===== config.mk =====
export PLATFORM = sky130hd
export DESIGN_NAME = mem_port_arbiter
export DESIGN_NICKNAME = d
export VERILOG_FILES = /design/src/rtl/mem_port_arbiter.sv
export SDC_FILE = /design/constraint.sdc
export NUM_CORES = 1
export LEC_CHECK = 0
export BUFFER_PORTS_ARGS = -buffer_cell sky130_fd_sc_hd__buf_4
export CORE_ASPECT_RATIO = 0.6
export CORE_MARGIN = 1
export CORE_UTILIZATION = 43
export CTS_CLUSTER_DIAMETER = 120
export DETAILED_ROUTE_END_ITERATION = 10
export PLACE_DENSITY = 0.81
export SETUP_SLACK_MARGIN = 0.15
export SLEW_MARGIN = 30
export SYNTH_ARGS = -nofsm -noshare
export SYNTH_HDL_FRONTEND = slang
export SYNTH_SLANG_ARGS = --single-unit

===== constraint.sdc =====
create_clock -name clk -period 4 [get_ports clk]
set_input_delay 0.2 -clock clk [delete_from_list [all_inputs] [get_ports clk]]
set_output_delay 0.2 -clock clk [all_outputs]
set_load 0.02 [all_outputs]

===== src/rtl/mem_port_arbiter.sv =====
// rtl/mem_port_arbiter.sv - fetch/data arbiter for a single-port fixed-latency memory
// Serialises requests through IDLE/ISSUE/WAIT/RESP; data wins unless fetch has waited MAX_STREAK grants.
module mem_port_arbiter #(
  parameter int AW         = 32,
  parameter int DW         = 32,
  parameter int LAT        = 2,
  parameter int MAX_STREAK = 4
) (
  input  logic          clk,
  input  logic          reset,
  input  logic          if_req,
  input  logic [AW-1:0] if_addr,
  output logic          if_ack,
  output logic [DW-1:0] if_rdata,
  input  logic          dm_req,
  input  logic          dm_we,
  input  logic [AW-1:0] dm_addr,
  input  logic [DW-1:0] dm_wdata,
  output logic          dm_ack,
  output logic [DW-1:0] dm_rdata,
  output logic          stallF,
  output logic          stallM,
  output logic          mem_en,
  output logic          mem_we,
  output logic [AW-1:0] mem_addr,
  output logic [DW-1:0] mem_wdata,
  input  logic [DW-1:0] mem_rdata
);

  localparam int CW = $clog2(LAT + 1);
  localparam int SW = $clog2(MAX_STREAK + 1);

  typedef enum logic [1:0] {IDLE, ISSUE, WAIT, RESP} state_t;

  state_t        state_q, state_d;
  logic          owner_dm_q, owner_dm_d;
  logic          we_q, we_d;
  logic [AW-1:0] addr_q, addr_d;
  logic [DW-1:0] wdata_q, wdata_d;
  logic [CW-1:0] cnt_q, cnt_d;
  logic [SW-1:0] streak_q, streak_d;
  logic [DW-1:0] if_rdata_q, if_rdata_d;
  logic [DW-1:0] dm_rdata_q, dm_rdata_d;
  logic          fetch_win;

  always_ff @(posedge clk or posedge reset) begin
    if (reset) begin
      state_q    <= IDLE;
      owner_dm_q <= 1'b0;
      we_q       <= 1'b0;
      addr_q     <= '0;
      wdata_q    <= '0;
      cnt_q      <= '0;
      streak_q   <= '0;
      if_rdata_q <= '0;
      dm_rdata_q <= '0;
    end else begin
      state_q    <= state_d;
      owner_dm_q <= owner_dm_d;
      we_q       <= we_d;
      addr_q     <= addr_d;
      wdata_q    <= wdata_d;
      cnt_q      <= cnt_d;
      streak_q   <= streak_d;
      if_rdata_q <= if_rdata_d;
      dm_rdata_q <= dm_rdata_d;
    end
  end

  // Fetch only overrides a pending data request once the streak has saturated.
  assign fetch_win = if_req & (~dm_req | (streak_q == SW'(MAX_STREAK)));

  always_comb begin
    state_d    = state_q;
    owner_dm_d = owner_dm_q;
    we_d       = we_q;
    addr_d     = addr_q;
    wdata_d    = wdata_q;
    cnt_d      = cnt_q;
    streak_d   = streak_q;
    if_rdata_d = if_rdata_q;
    dm_rdata_d = dm_rdata_q;
    case (state_q)
      IDLE: begin
        if (if_req | dm_req) begin
          state_d = ISSUE;
          if (fetch_win) begin
            owner_dm_d = 1'b0;
            we_d       = 1'b0;
            addr_d     = if_addr;
            streak_d   = '0;
          end else begin
            owner_dm_d = 1'b1;
            we_d       = dm_we;
            addr_d     = dm_addr;
            wdata_d    = dm_wdata;
            if (!if_req)
              streak_d = '0;
            else if (streak_q != SW'(MAX_STREAK))
              streak_d = streak_q + SW'(1);
          end
        end
      end
      ISSUE: begin
        cnt_d   = CW'(LAT - 1);
        state_d = WAIT;
      end
      WAIT: begin
        if (cnt_q == '0) begin
          state_d = RESP;
          if (!owner_dm_q)
            if_rdata_d = mem_rdata;
          else if (!we_q)
            dm_rdata_d = mem_rdata;
        end else begin
          cnt_d = cnt_q - CW'(1);
        end
      end
      RESP: state_d = IDLE;
      default: state_d = IDLE;
    endcase
  end

  always_comb begin
    mem_en    = (state_q == ISSUE);
    mem_we    = (state_q == ISSUE) & we_q;
    mem_addr  = addr_q;
    mem_wdata = wdata_q;
    if_ack    = (state_q == RESP) & ~owner_dm_q;
    dm_ack    = (state_q == RESP) & owner_dm_q;
    if_rdata  = if_rdata_q;
    dm_rdata  = dm_rdata_q;
    stallF    = if_req & ~if_ack;
    stallM    = dm_req & ~dm_ack;
  end

endmodule


# Yosys cells after proc, flatten, opt, wreduce, memory -nomap -nowiden
# Index checks and enable logic that the tools add are counted.
[word_totals]
register_bits = 137
latch_bits = 0
mem_bits_rw = 0
rom_bits = 0
out_inout_bits = 134
n_memories = 0
[classes]
add_sub_neg = 2
n_mul = 0
n_div = 0
order_cmp = 0
n_eq_ne = 9
n_shift = 0
mux = 11
bitwise = 14
n_reduce_logical = 10
[op_table]
columns = ["op", "count"]
rows = [
  ["32-bit two-way mux", 1],
  ["3-bit two-way mux", 3],
  ["3-bit AND reduction", 3],
  ["2-bit one-hot mux with 4 select lines", 1],
  ["1-bit AND", 6],
  ["2-bit two-way mux", 3],
  ["2-bit != test, second input constant", 3],
  ["1-bit NOT", 6],
  ["2-bit AND reduction", 3],
  ["2-bit equality test, second input constant", 2],
  ["2-bit logical NOT", 2],
  ["2-bit one-hot mux with 2 select lines", 1],
  ["4-bit AND reduction", 1],
  ["3-bit by 1-bit adder with 3-bit output, second input constant", 1],
  ["3-bit equality test, second input constant", 1],
  ["3-bit by 1-bit != test with 1-bit output, second input constant", 1],
  ["3-bit != test, second input constant", 1],
  ["2-bit by 1-bit equality test with 1-bit output, second input constant", 1],
  ["1-bit two-way mux", 2],
  ["1-bit bitwise OR", 2],
  ["2-bit nonzero test", 1],
  ["2-bit by 1-bit subtractor with 2-bit output, second input constant", 1],
]

# Longest topological paths before layout
[depth]
depth_word = 5
mapped_depth = 8
ltp_nobuf = 5

# Worst setup path before layout
# No wires, ideal clock.
[synth_path]
path_type = "register to register"
from = "register state_q[0]"
to = "register if_rdata_q[0] (netlist: if_rdata[0])"
setup_ps = 125
arrival_ps = 1515
required_time_ps = 3875
slack_ps = 2360
path_stages_with_launch = 8
synth_period_minus_slack_ps = 1640
path_cell_list = "dfrtp_1 inv_1 ha_1 nand2_1 or2_1 buf_2 buf_6 mux2_4"
[synth_between]
elab_chain_cells = 2
[synth_lines]
columns = ["item", "line_no", "source"]
rows = [
  ["start, declared", "35", "state_t state_q, state_d;"],
  ["start signal, assigned", "58", "state_q <= state_d;"],
  ["2-bit equality test", "83", "case (state_q)"],
  ["3-bit AND reduction (no source line)", "-", ""],
  ["end signal, assigned", "65", "if_rdata_q <= if_rdata_d;"],
  ["end, declared", "42", "logic [DW-1:0] if_rdata_q, if_rdata_d;"],
]
# Every way passes these cells.
# A chain may end at the register's enable or synchronous reset.

# Worst setup path in the final report
[layout_path]
from = "register state_q[0]"
to = "register wdata_q[1] (netlist: mem_wdata[1])"
[layout_between]
elab_chain_cells = 2
[layout_lines]
columns = ["item", "line_no", "source"]
rows = [
  ["2-bit logical NOT", "83", ""],
  ["3-bit AND reduction (no source line)", "-", ""],
  ["end signal, assigned", "62", "wdata_q <= wdata_d;"],
  ["end, declared", "39", "logic [DW-1:0] wdata_q, wdata_d;"],
]
# Every way passes these cells.

==> impl_metrics.py <==
metrics = {
    "sta": {
        "slew_violations": 0,
        "finalCritPeriodShare": 0.630,
        "period_needed_ps": 2520,
        "fmax_mhz": 397,
        "rsz0062_at_grt": "false",
        "max-slew-margin-rel": 0.536,
        "fin_tns_setup_ps": 0,
        "hold_violations": 0,
        "tightestPinTransition_ps": 697,
        "finalSetupViolations": 0,
        "skew_ps": 8.84,
    },
    "setup_path": {
        "cp-start-kind": "flop",
        "critPathRequiredTime_ps": 4290,
        "criticalPathCategory": "flop to flop",
        "critPathCaptureType": "flop",
        "crit_arrival_ps": 2810,
        "ff2ff_setup_slack_ps": 1480,
        "cp_max_fo": 35,
        "r2r-start": "state_q[0]",
        "r2r_end": "mem_wdata[1]",
        "r2r_cells": 7,
    },
    "die": {
        "ios": 267,
        "die_area_um2": 14400,
        "die_w_um": 155,
        "core_um2": 13600,
        "die_h_um": 93.5,
        "initial_utilization": 0.440,
        "num_rows": 33,
    },
    "yosys": {
        "ys_seq_area_frac": 0.571,
        "synth_cell_types": 35,
        "synthTopCellsByArea": "dfrtp_1 (57%), mux2_2 (12%), mux2_4 (7.5%), o211ai_2 (5.8%), nand2_1 (4.3%)",
        "ys.flop_type": "dfrtp_1",
        "synth_edf_count": 0,
        "synthCells": 440,
        "syn-cell-area_um2": 6000,
        "yosysTopAreaCell": "dfrtp_1",
        "syn_area_per_cell_um2": 13.6,
        "synth-seq-cells": 137,
        "synth-warning-count": 0,
        "synth_top_area_frac": 0.571,
        "async_flop_share": 1.00,
        "syn_nets": 580,
    },
    "global_route": {
        "grt_pass1_vias": 4769,
        "grt_max_degree": 54,
        "grt_pass1_wl_um": 24300,
        "overflow": 0,
        "antenna_found_initial": 0,
        "grt_use_total": 0.218,
    },
    "route": {
        "vias_per_cell": 5.08,
        "postRouteAntennaNets": 0,
        "dr_total_vias": 4516,
        "first_pass_iters": 4,
        "wl_um": 15500,
        "remaining_drc_errors": 0,
        "wl_per_cell_um": 17.5,
        "drt-initial-drc-count": 214,
    },
    "clock_network": {
        "clk_latency_ps": 400,
        "cts_root_buffer": "clkbuf_16",
        "cts_hold_repair.buffers": 2,
        "cts.reportedPaths.clkPinSlew_ps": 60,
        "cts.repair.resized": 0,
        "postCtsSetupRepairBufs": 0,
        "cts_tree": "done",
        "clock_sinks": 137,
        "cts_inserted_buffers": 17,
        "h-tree-depth": 4,
        "clockBufferDepth": 2,
    },
    "power": {
        "leakagePower_uw": 0.00430,
        "ir_drop_mv": 0.427,
        "power_density_nw_per_um2": 901,
        "power_uw": 7880,
    },
    "placed_design": {
        "io_buffers": 266,
        "dp_cells": 854,
        "hpwl_um": 11000,
        "place.gp.congestion": 0.755,
    },
    "worst_hold_path": {
        "hp-class": "input port to flop",
        "min_to": "mem_wdata[6]",
        "min_from": "dm_wdata[6]",
        "holdPathStages": 2,
    },
    "finish": {
        "layout-drive-gt1-share": 0.609,
        "final_cell_mix": "buf_4 (271), dfrtp_1 (137), nand2_1 (69)",
        "area.growth.synth_to_final_pct": 45.7,
        "antenna_cells": 0,
        "utilization": 0.642,
        "nets": 842,
        "layoutNonFillerInstCount": 889,
        "layout_commonest_cell": "buf_4",
    },
    "outcome": {
        "outcome": "finished, final reports clean",
    },
    "run": {
        "max-cap-violations": 0,
    },
}
-- registers in the layout (all words and copies together) (netlist names) --
name	count
mem_addr	32
dm_rdata	32
owner_dm_q	1
streak_q	3
state_q	2
we_q	1
if_rdata	32
cnt_q	2
mem_wdata	32
-- metal layers --
layer / up-vias / wire [um] / global-route usage
li1: 2089 / - / -
met1: 2229 / 6900 / 0.281
met2: 180 / 7580 / 0.365
met3: 18 / 878 / 0.0482
met4: 0 / 164 / 0.0743
met5: - / 0 / 0
-- power breakdown --
part | internal [uW] | switching (uW) | leakage, uW
sequential | 2100 | 423 | 0.00163
clock | 1050 | 599 | 0.000299
combinational | 1800 | 1910 | 0.00237
-- critical path, stage by stage (launching register included) --
cell,delay (ps)
dfrtp_1,410
inv_1,90
ha_1,230
buf_4,370
nand2_1,170
a31oi_4,530
buf_16,240
mux2_2,350
-- worst max-delay path by stage --
stage,depth (start not counted),from,endpoint
2_1_floorplan,1,reset,cnt_q[0]
3_3_place_gp,6,state_q[0],mem_wdata[16]
3_5_place_dp,6,state_q[0],mem_wdata[1]
4_1_cts,6,state_q[0],mem_wdata[1]
5_1_grt,7,state_q[1],mem_wdata[12]
6_report,7,state_q[0],mem_wdata[1]
-- stage by stage --
stage          area (um^2)  worst slack (ps)  hold WS (ps)
5_1_grt               8740              1320          11.7
4_1_cts               8690              1240          5.91
3_5_place_dp          8050              1240           406
2_1_floorplan         6000              2090           327
6_report              8740              1480          26.6
3_3_place_gp          8050              1420           389
-- cells by family after synthesis --
kind of cell | Yosys count | share of synthesized area
flops | 137 | 0.571
fa+ha+maj | 7 | 0.0146
simple gates | 113 | 0.0888
xor+xnor | 1 | 0.00146
mux | 97 | 0.201
buf+inv | 39 | 0.0396
compound gates | 46 | 0.0834
-- layout make-up --
type                            count  area, um^2
Fill cell                        1019        4880
Sequential cell                   137        3430
Multi-Input combinational cell    264        2340
Timing Repair Buffer              275        2100
Clock buffer                       18         429
Tap cell                          175         219
Clock inverter                     13         195
Inverter                            7        30.0
-- synth_stat cells (all sizes together), types with 2 or more instances --
cell and instances:
dfrtp 137, o21ai 4, clkbuf 9, o211ai 32, nor2b 3, nand4 32, nand2 69, inv 7
buf 23, and2 3, mux2 97, ha 7, nor2 2
No activity file was read; power rests on OpenSTA's default activity.
